<file path="src/rtl/morse_pkg.sv">
// Shared Morse symbol codes and classifier FSM state encoding.
package morse_pkg;

  localparam logic [1:0] SYM_DOT  = 2'd0;
  localparam logic [1:0] SYM_DASH = 2'd1;
  localparam logic [1:0] SYM_CHAR = 2'd2;
  localparam logic [1:0] SYM_WORD = 2'd3;

  typedef enum logic [1:0] {
    IDLE  = 2'd0,
    PRESS = 2'd1,
    GAP   = 2'd2
  } state_t;

endpackage

</file>
<file path="src/rtl/key_debounce.sv">
// Raw key synchroniser, polarity fold and debouncer producing a clean pressed level.
module key_debounce #(
  parameter int unsigned DEBOUNCE_CYCLES = 500_000,
  parameter int unsigned ACTIVE_LOW      = 1
) (
  input  logic clk,
  input  logic reset,
  input  logic button,
  output logic key_down
);

  localparam int unsigned CNT_W        = $clog2(DEBOUNCE_CYCLES + 1);
  localparam logic        RAW_RELEASED = (ACTIVE_LOW != 0);

  logic             sync_q1;
  logic             sync_q2;
  logic             sample_c;
  logic [CNT_W-1:0] cnt;

  always_ff @(posedge clk) begin
    if (reset) begin
      sync_q1 <= RAW_RELEASED;
      sync_q2 <= RAW_RELEASED;
    end else begin
      sync_q1 <= button;
      sync_q2 <= sync_q1;
    end
  end

  assign sample_c = RAW_RELEASED ? ~sync_q2 : sync_q2;

  // Any sample agreeing with the current level restarts the stability count.
  always_ff @(posedge clk) begin
    if (reset) begin
      key_down <= 1'b0;
      cnt      <= '0;
    end else if (sample_c == key_down) begin
      cnt <= '0;
    end else if (cnt == CNT_W'(DEBOUNCE_CYCLES - 1)) begin
      key_down <= sample_c;
      cnt      <= '0;
    end else begin
      cnt <= cnt + CNT_W'(1);
    end
  end

endmodule

</file>
<file path="src/rtl/morse_key_timer.sv">
// Morse key timing classifier: debounced key, tick timer and dot/dash/gap FSM.
module morse_key_timer
  import morse_pkg::*;
#(
  parameter int unsigned TICK_CYCLES     = 50_000_000,
  parameter int unsigned T_W             = 4,
  parameter int unsigned DEBOUNCE_CYCLES = 500_000,
  parameter int unsigned ACTIVE_LOW      = 1,
  parameter int unsigned DOT_MAX         = 1,
  parameter int unsigned CANCEL_MIN      = 7,
  parameter int unsigned CHAR_GAP_MIN    = 3,
  parameter int unsigned WORD_GAP_MIN    = 5
) (
  input  logic           clk,
  input  logic           reset,
  input  logic           button,
  output logic           sym_valid,
  output logic [1:0]     sym_code,
  output logic           cancel,
  output logic [T_W-1:0] press_ticks,
  output logic           key_down,
  output logic [T_W-1:0] t
);

  localparam int unsigned CYC_W = (TICK_CYCLES > 1) ? $clog2(TICK_CYCLES) : 1;

  state_t           state;
  state_t           state_nxt;
  logic [CYC_W-1:0] cyc;
  logic             tick_c;
  logic             t_step_c;
  logic [T_W-1:0]   t_inc_c;
  logic             sym_valid_nxt;
  logic [1:0]       sym_code_nxt;
  logic             cancel_nxt;
  logic [T_W-1:0]   press_ticks_nxt;

  key_debounce #(
    .DEBOUNCE_CYCLES (DEBOUNCE_CYCLES),
    .ACTIVE_LOW      (ACTIVE_LOW)
  ) u_key_debounce (
    .clk      (clk),
    .reset    (reset),
    .button   (button),
    .key_down (key_down)
  );

  // t_inc_c includes the current cycle, so a press of N cycles measures floor(N/TICK_CYCLES).
  assign tick_c   = (cyc == CYC_W'(TICK_CYCLES - 1));
  assign t_step_c = tick_c && (t != {T_W{1'b1}});
  assign t_inc_c  = t_step_c ? t + T_W'(1) : t;

  always_ff @(posedge clk) begin
    if (reset) begin
      state <= IDLE;
    end else begin
      state <= state_nxt;
    end
  end

  always_comb begin
    state_nxt       = state;
    sym_valid_nxt   = 1'b0;
    sym_code_nxt    = sym_code;
    cancel_nxt      = 1'b0;
    press_ticks_nxt = press_ticks;
    case (state)
      IDLE: begin
        if (key_down) state_nxt = PRESS;
      end
      PRESS: begin
        if (!key_down) begin
          state_nxt       = GAP;
          press_ticks_nxt = t_inc_c;
          if (t_inc_c <= T_W'(DOT_MAX)) begin
            sym_valid_nxt = 1'b1;
            sym_code_nxt  = SYM_DOT;
          end else if (t_inc_c < T_W'(CANCEL_MIN)) begin
            sym_valid_nxt = 1'b1;
            sym_code_nxt  = SYM_DASH;
          end else begin
            cancel_nxt = 1'b1;
          end
        end
      end
      GAP: begin
        // A new press wins; thresholds fire only on the tick that reaches them.
        if (key_down) begin
          state_nxt = PRESS;
        end else if (t_step_c && (t_inc_c == T_W'(WORD_GAP_MIN))) begin
          state_nxt     = IDLE;
          sym_valid_nxt = 1'b1;
          sym_code_nxt  = SYM_WORD;
        end else if (t_step_c && (t_inc_c == T_W'(CHAR_GAP_MIN))) begin
          sym_valid_nxt = 1'b1;
          sym_code_nxt  = SYM_CHAR;
        end
      end
      default: state_nxt = IDLE;
    endcase
  end

  // Tick timer restarts on every state change.
  always_ff @(posedge clk) begin
    if (reset || (state_nxt != state)) begin
      cyc <= '0;
      t   <= '0;
    end else if (tick_c) begin
      cyc <= '0;
      t   <= t_inc_c;
    end else begin
      cyc <= cyc + CYC_W'(1);
    end
  end

  always_ff @(posedge clk) begin
    if (reset) begin
      sym_valid   <= 1'b0;
      sym_code    <= 2'd0;
      cancel      <= 1'b0;
      press_ticks <= '0;
    end else begin
      sym_valid   <= sym_valid_nxt;
      sym_code    <= sym_code_nxt;
      cancel      <= cancel_nxt;
      press_ticks <= press_ticks_nxt;
    end
  end

endmodule

</file>
<file path="config.mk">
export PLATFORM = sky130hd
export DESIGN_NAME = morse_key_timer
export DESIGN_NICKNAME = d
export VERILOG_FILES = /design/src/rtl/morse_pkg.sv /design/src/rtl/key_debounce.sv /design/src/rtl/morse_key_timer.sv
export SDC_FILE = /design/constraint.sdc
export NUM_CORES = 1
export LEC_CHECK = 0
export ABC_AREA = 1
export BUFFER_PORTS_ARGS = -buffer_cell sky130_fd_sc_hd__buf_2
export CAP_MARGIN = 20
export CORE_MARGIN = 5
export CORE_UTILIZATION = 40
export CTS_BUF_LIST = sky130_fd_sc_hd__clkbuf_2 sky130_fd_sc_hd__clkbuf_4 sky130_fd_sc_hd__clkbuf_8
export DETAILED_ROUTE_END_ITERATION = 8
export PLACE_DENSITY = 0.52
export SYNTH_ARGS = -nofsm -noshare
export SYNTH_HDL_FRONTEND = slang
export SYNTH_SLANG_ARGS = --single-unit
</file>
<file path="constraint.sdc">
create_clock -name clk -period 2.65 [get_ports clk]
set_input_delay 0.53 -clock clk [delete_from_list [all_inputs] [get_ports clk]]
set_output_delay 0.53 -clock clk [all_outputs]
set_load 0.01 [all_outputs]
</file>
* After elaboration in Yosys (flattened, before gate mapping)
Cells that the tools add are included.
Storage, ports and cells: output and inout bits 13, flip-flop bits (word level) 62, word-level logic and storage cells 66
Operators by class: $lt $le $gt $ge 2, muxes and demuxes 21, eq/ne operators 13, bitwise operators 4, add/subtract/negate cells 3, reduce and logical (&&, ||, !) cells 12
Operators with widths (count):
- $add A26 B1 Y26 const B | 1
- $eq A26 B26 Y1 const B | 1
- $mux W2 | 10
- $add A19 B1 Y19 const B | 1
- $eq A19 B19 Y1 const B | 1
- $mux W1 | 7
- $ne A3 B3 Y1 const B | 2
- $pmux W2 S3 | 1
- $reduce_and A5 Y1 | 1
- $add A4 B1 Y4 const B | 1
- $eq A4 B2 Y1 const B | 1
- $eq A4 B3 Y1 const B | 1
- $le A4 B1 Y1 const B | 1
- $lt A4 B3 Y1 const B | 1
- $mux W4 | 1
- $ne A2 B2 Y1 const B | 2
- $ne A4 B4 Y1 const B | 1
- $not A1 Y1 | 4
- $pmux W2 S2 | 1
- $reduce_and A2 Y1 | 2
- $reduce_or A4 Y1 | 1
- $logic_and A1 B1 Y1 | 3
- $reduce_or A3 Y1 | 1
- $eq A2 B1 Y1 const B | 1
- 8 further kinds | 8

* Depth between registers and ports, before layout
depth after elaboration 11, gate-level depth with buffers 19, depth with buffers taken out 18

* Modules after synthesis
A second synthesis with hierarchy kept.
Second synthesis, totals: cells, all modules 476, area total of the unflattened synthesis 3328.2 µm²
Modules (own cells, without submodules):
- morse_key_timer | seq. area each 800.8 µm², instances 1, cells each 307, area an instance 2212.1 µm²
- key_debounce | seq. area each 440.4 µm², instances 1, cells each 169, area an instance 1116.1 µm²

* Worst setup path before layout
Ideal clock, no wire load.
path type reg2reg, start reg cyc[0], end reg cyc[2], slack 460 ps, data arrival time 2070 ps, stages on the path, launching flop included 20, data required time 2529 ps, library setup time 121 ps, period minus slack after synthesis 2190 ps, cells stage by stage dfxtp_1 > ha_1 > nand3_1 > inv_1 > nand2_2 > nor2_4 > nand3_2 > nand2_1 > nand2_2 > nor2_4 > nand3_1 > nand2_1 > nand2_1 > nand2_1 > nand2_1 > nand2_2 > inv_2 > nand3_4 > buf_12 > nor2_4
On the way: word-level cells in the longest chain between the ends 11
Ends and longest elaborated chain:
- from (decl) | line morse_key_timer.sv:29 | logic [CYC_W-1:0] cyc;
- from (signal assigned) | line morse_key_timer.sv:112 | cyc <= cyc + CYC_W'(1);
- $eq A26 B26 Y1 | line morse_key_timer.sv:49 | assign tick_c = (cyc == CYC_W'(TICK_CYCLES - 1));
- $logic_and A1 B1 Y1 | line morse_key_timer.sv:50 | assign t_step_c = tick_c && (t != {T_W{1'b1}});
- $mux W4 | line morse_key_timer.sv:51 | assign t_inc_c = t_step_c ? t + T_W'(1) : t;
- $eq A4 B3 Y1 | line morse_key_timer.sv:90 | end else if (t_step_c && (t_inc_c == T_W'(WORD_GAP_MIN))) begin
- $logic_and A1 B1 Y1 | line morse_key_timer.sv:90
- $mux W2 | line morse_key_timer.sv:90
- $mux W2 | line morse_key_timer.sv:88 | if (key_down) begin
- $pmux W2 S3 | line morse_key_timer.sv:67 | case (state)
- $ne A2 B2 Y1 | line morse_key_timer.sv:105 | if (reset || (state_nxt != state)) begin
- $logic_or A1 B1 Y1 | line morse_key_timer.sv:105
- $reduce_or A2 Y1 (no line)
Parallel ways exist; a longest one is shown, timed or not. A chain may end at the register's enable or synchronous reset.

* Worst setup path after layout
start reg cyc[0], end reg cyc[11]
The elaborated chain is that of the path after synthesis.

==> results.json <==
{
  "areaGrowthSynthToFinish_pct": 13.09,
  "regArea_um2": 1242,
  "r2r_cells": 19,
  "drt_iter0_drc": 75,
  "hold_violations": 0,
  "nFillCells": 847,
  "ys_warn_count": 0,
  "final.setup.tns_ns": 0,
  "endpoint": "cyc[11]$_SDFF_PP0_",
  "reg2reg_from": "cyc[0]$_SDFF_PP0_",
  "root_buffer": "clkbuf_8",
  "cts_tree": "built",
  "num_rows": 33,
  "hold_ws_ns": 0.3828,
  "cts.htree.levels": 3,
  "viasPerCell": 4.596,
  "die_area_um2": 10130,
  "insertion_delay_ns": 0.33,
  "relSlewSlack_pct": 70.22,
  "syn_nets": 432,
  "finalWirelength_mm": 6.127,
  "clk_path_buf_depth": 2,
  "wl_per_cell_um": 10.94,
  "mostFrequentLayoutCells": "inv_1, dfxtp_1, nand2_1",
  "slowest_delay_ns": 0.36,
  "cts_buffers": 9,
  "drcViolationCount": 0,
  "hp-class": "primary input to register",
  "r2r_setup_slack_ns": 0.25,
  "powerDensity_nw_per_um2": 465.3,
  "end_kind": "register",
  "crit_start": "cyc[0]$_SDFF_PP0_",
  "chipHeight_um": 100.7,
  "slowest_stage": "dfxtp_2",
  "grt_overflow_total": 0,
  "layout-drive-gt1-share_pct": 21.32,
  "final_nets": 460,
  "core_um2": 8093,
  "grt_pass1_wl_mm": 10.76,
  "layout_worst_path_cycle_share_pct": 90.59,
  "io_buffers": 15,
  "placed_cells": 542,
  "antenna_cells": 0,
  "skew_ns": 0.007475,
  "grt_max_degree": 14,
  "num_vias": 2574,
  "numClockSinks": 62,
  "worstMarginPinSlew_ns": 0.4426,
  "status": "finished, final reports clean",
  "synth-seq-cells": 62,
  "max_cap_viol_count": 0,
  "ant_nets": 0,
  "track_usage_pct": 13.12,
  "cp_cell_sequence": "ha_1, nand3_2, inv_1, nand2_2, nor2_4, nand3_2, nand2_1, nand2_2, nor2_4, nand3_1, nand2_1, nand2_1, nand2_1, nand2_1, nand2_2, inv_2, nand3_4, buf_12, nor2_1",
  "reg2reg_to": "cyc[11]$_SDFF_PP0_",
  "final_period_minus_worst_setup_slack_ns": 2.401,
  "fin_cells": 560,
  "cp_common_cell": "nand2_1",
  "drv_slew": 0,
  "ys_seq_area_share_pct": 37.75,
  "finalPower_mw": 1.730,
  "chipWidth_um": 100.7,
  "required_ns": 2.87,
  "synth_area_um2": 3288,
  "crit_type": "register to register",
  "p_leak_nw": 1.355,
  "initial_core_util_pct": 40.63,
  "multi_input_area_um2": 1750,
  "synthCells": 422,
  "synth_cell_types": 32,
  "dp_hpwl_mm": 4.708,
  "setup_viol": 0,
  "irDropWorstVdd_mv": 0.2464,
  "syn_area_per_cell_um2": 7.792,
  "clk_pin_slew_ns": 0.07,
  "rsz0062_at_grt": "false",
  "path_max_fanout": 7,
  "drt_pass1_iterations": 4,
  "antenna_found_initial": 0,
  "gp_congestion": 0.8156,
  "ios": 16,
  "start_kind": "register",
  "fmax_mhz": 416.5,
  "grt_pass1_vias": 2408,
  "final_common_cell": "inv_1",
  "cp_data_arrival_time_ns": 2.62
}
[synthesized netlist by cell type]
cell | count | area [um^2]
buf_2 | 1 | 5.000
nor4_1 | 4 | 25.02
nor3b_1 | 2 | 15.01
o211ai_1 | 2 | 15.01
buf_4 | 1 | 7.510
or2_2 | 2 | 12.51
and3_1 | 2 | 12.51
nand3b_1 | 1 | 7.510
nor2_1 | 42 | 157.7
inv_2 | 5 | 18.77
xor2_1 | 18 | 157.7
a31oi_1 | 2 | 12.51
nand2_2 | 11 | 68.82
o21a_1 | 1 | 7.510
a211oi_1 | 1 | 7.510
nand4_1 | 13 | 81.33
ha_1 | 7 | 87.58
o21ai_0 | 13 | 65.06
nor2_4 | 27 | 304.0
nand3_1 | 23 | 115.1
clkbuf_1 | 2 | 7.510
nor3_2 | 2 | 20.02
nand2_1 | 60 | 225.2
xnor2_1 | 10 | 87.58
inv_1 | 62 | 232.7
nor3_1 | 18 | 90.09
nand3_2 | 3 | 30.03
a21oi_1 | 20 | 100.1
nand3_4 | 1 | 17.52
dfxtp_1 | 62 | 1241
buf_12 | 2 | 40.04
nor2_2 | 2 | 12.51
[flip-flops by register name, indices dropped and copies added (netlist names)]
register                 cells
t                            4
sym_valid                    1
u_key_debounce.key_down      1
u_key_debounce.sync_q1       1
cancel                       1
sym_code                     2
u_key_debounce.cnt          19
press_ticks                  4
state                        2
u_key_debounce.sync_q2       1
cyc                         26
[how the worst min path moves through the flow]
stage                                 startpoint  slack [ns]  depth (start not counted)                           endpoint
2_1_floorplan  u_key_debounce.sync_q1$_SDFF_PP1_        0.39                          1  u_key_debounce.sync_q2$_SDFF_PP1_
3_3_place_gp   u_key_debounce.sync_q1$_SDFF_PP1_        0.39                          1  u_key_debounce.sync_q2$_SDFF_PP1_
3_5_place_dp   u_key_debounce.sync_q1$_SDFF_PP1_        0.40                          1  u_key_debounce.sync_q2$_SDFF_PP1_
4_1_cts                                   button        0.37                          2  u_key_debounce.sync_q1$_SDFF_PP1_
5_1_grt                                   button        0.39                          2  u_key_debounce.sync_q1$_SDFF_PP1_
6_report                                  button        0.38                          2  u_key_debounce.sync_q1$_SDFF_PP1_
[through the flow]
step | worst slack (ns) | cell area, um^2 | util [%]
floorplan | 0.4598 | 3288 | -
global placement | 0.1922 | 3517 | 43.46
detailed placement | 0.1247 | 3517 | 43.46
CTS | 0.1055 | 3687 | 45.56
global route | 0.01013 | 3719 | 45.95
finish | 0.2493 | 3719 | 45.95
[power breakdown]
group	internal (mW)	switching, mW
logic	0.0237	0.0330
registers	0.938	0.00432
clock network	0.367	0.364
[area by class of cell]
cell class / count / share of cell area (%)
Multi-Input combinational cell: 287 / 47.07
Tap cell: 105 / 3.533
Timing Repair Buffer: 23 / 4.643
Sequential cell: 62 / 33.41
Inverter: 67 / 6.763
Clock inverter: 5 / 0.6729
Clock buffer: 11 / 3.903
[kinds of logic after synthesis]
family          Yosys count  synth area share (%)
simple gates            213                 36.34
buf+inv                  73                 9.475
flops                    62                 37.75
compound gates           39                 6.317
xor+xnor                 28                 7.458
fa+ha+maj                 7                 2.664
[critical path, delay by kind of cell (launching register included)]
kind | cells | cell delay [ns]
simple gates | 15 | 1.40
buf+inv | 3 | 0.32
fa+ha+maj | 1 | 0.20
flops | 1 | 0.36
[what timing repair did]
action,4_1_cts,5_1_grt
setup buffers,0,2
hold buffers,0,0
resized for setup,0,5
endpoints found under the hold margin,0,0
setup endpoints to repair,0,21
[metal layers]
layer / share of wire (%) / vias to the layer above / GRT usage, %
li1: - / 1401 / -
met1: 50 / 1146 / 17.38
met2: 47 / 19 / 20.66
met3: 2.2 / 8 / 2.768
met4: 1.3 / 0 / 5.492
met5: 0 / - / 0
Power figures use the tool's default switching activity.
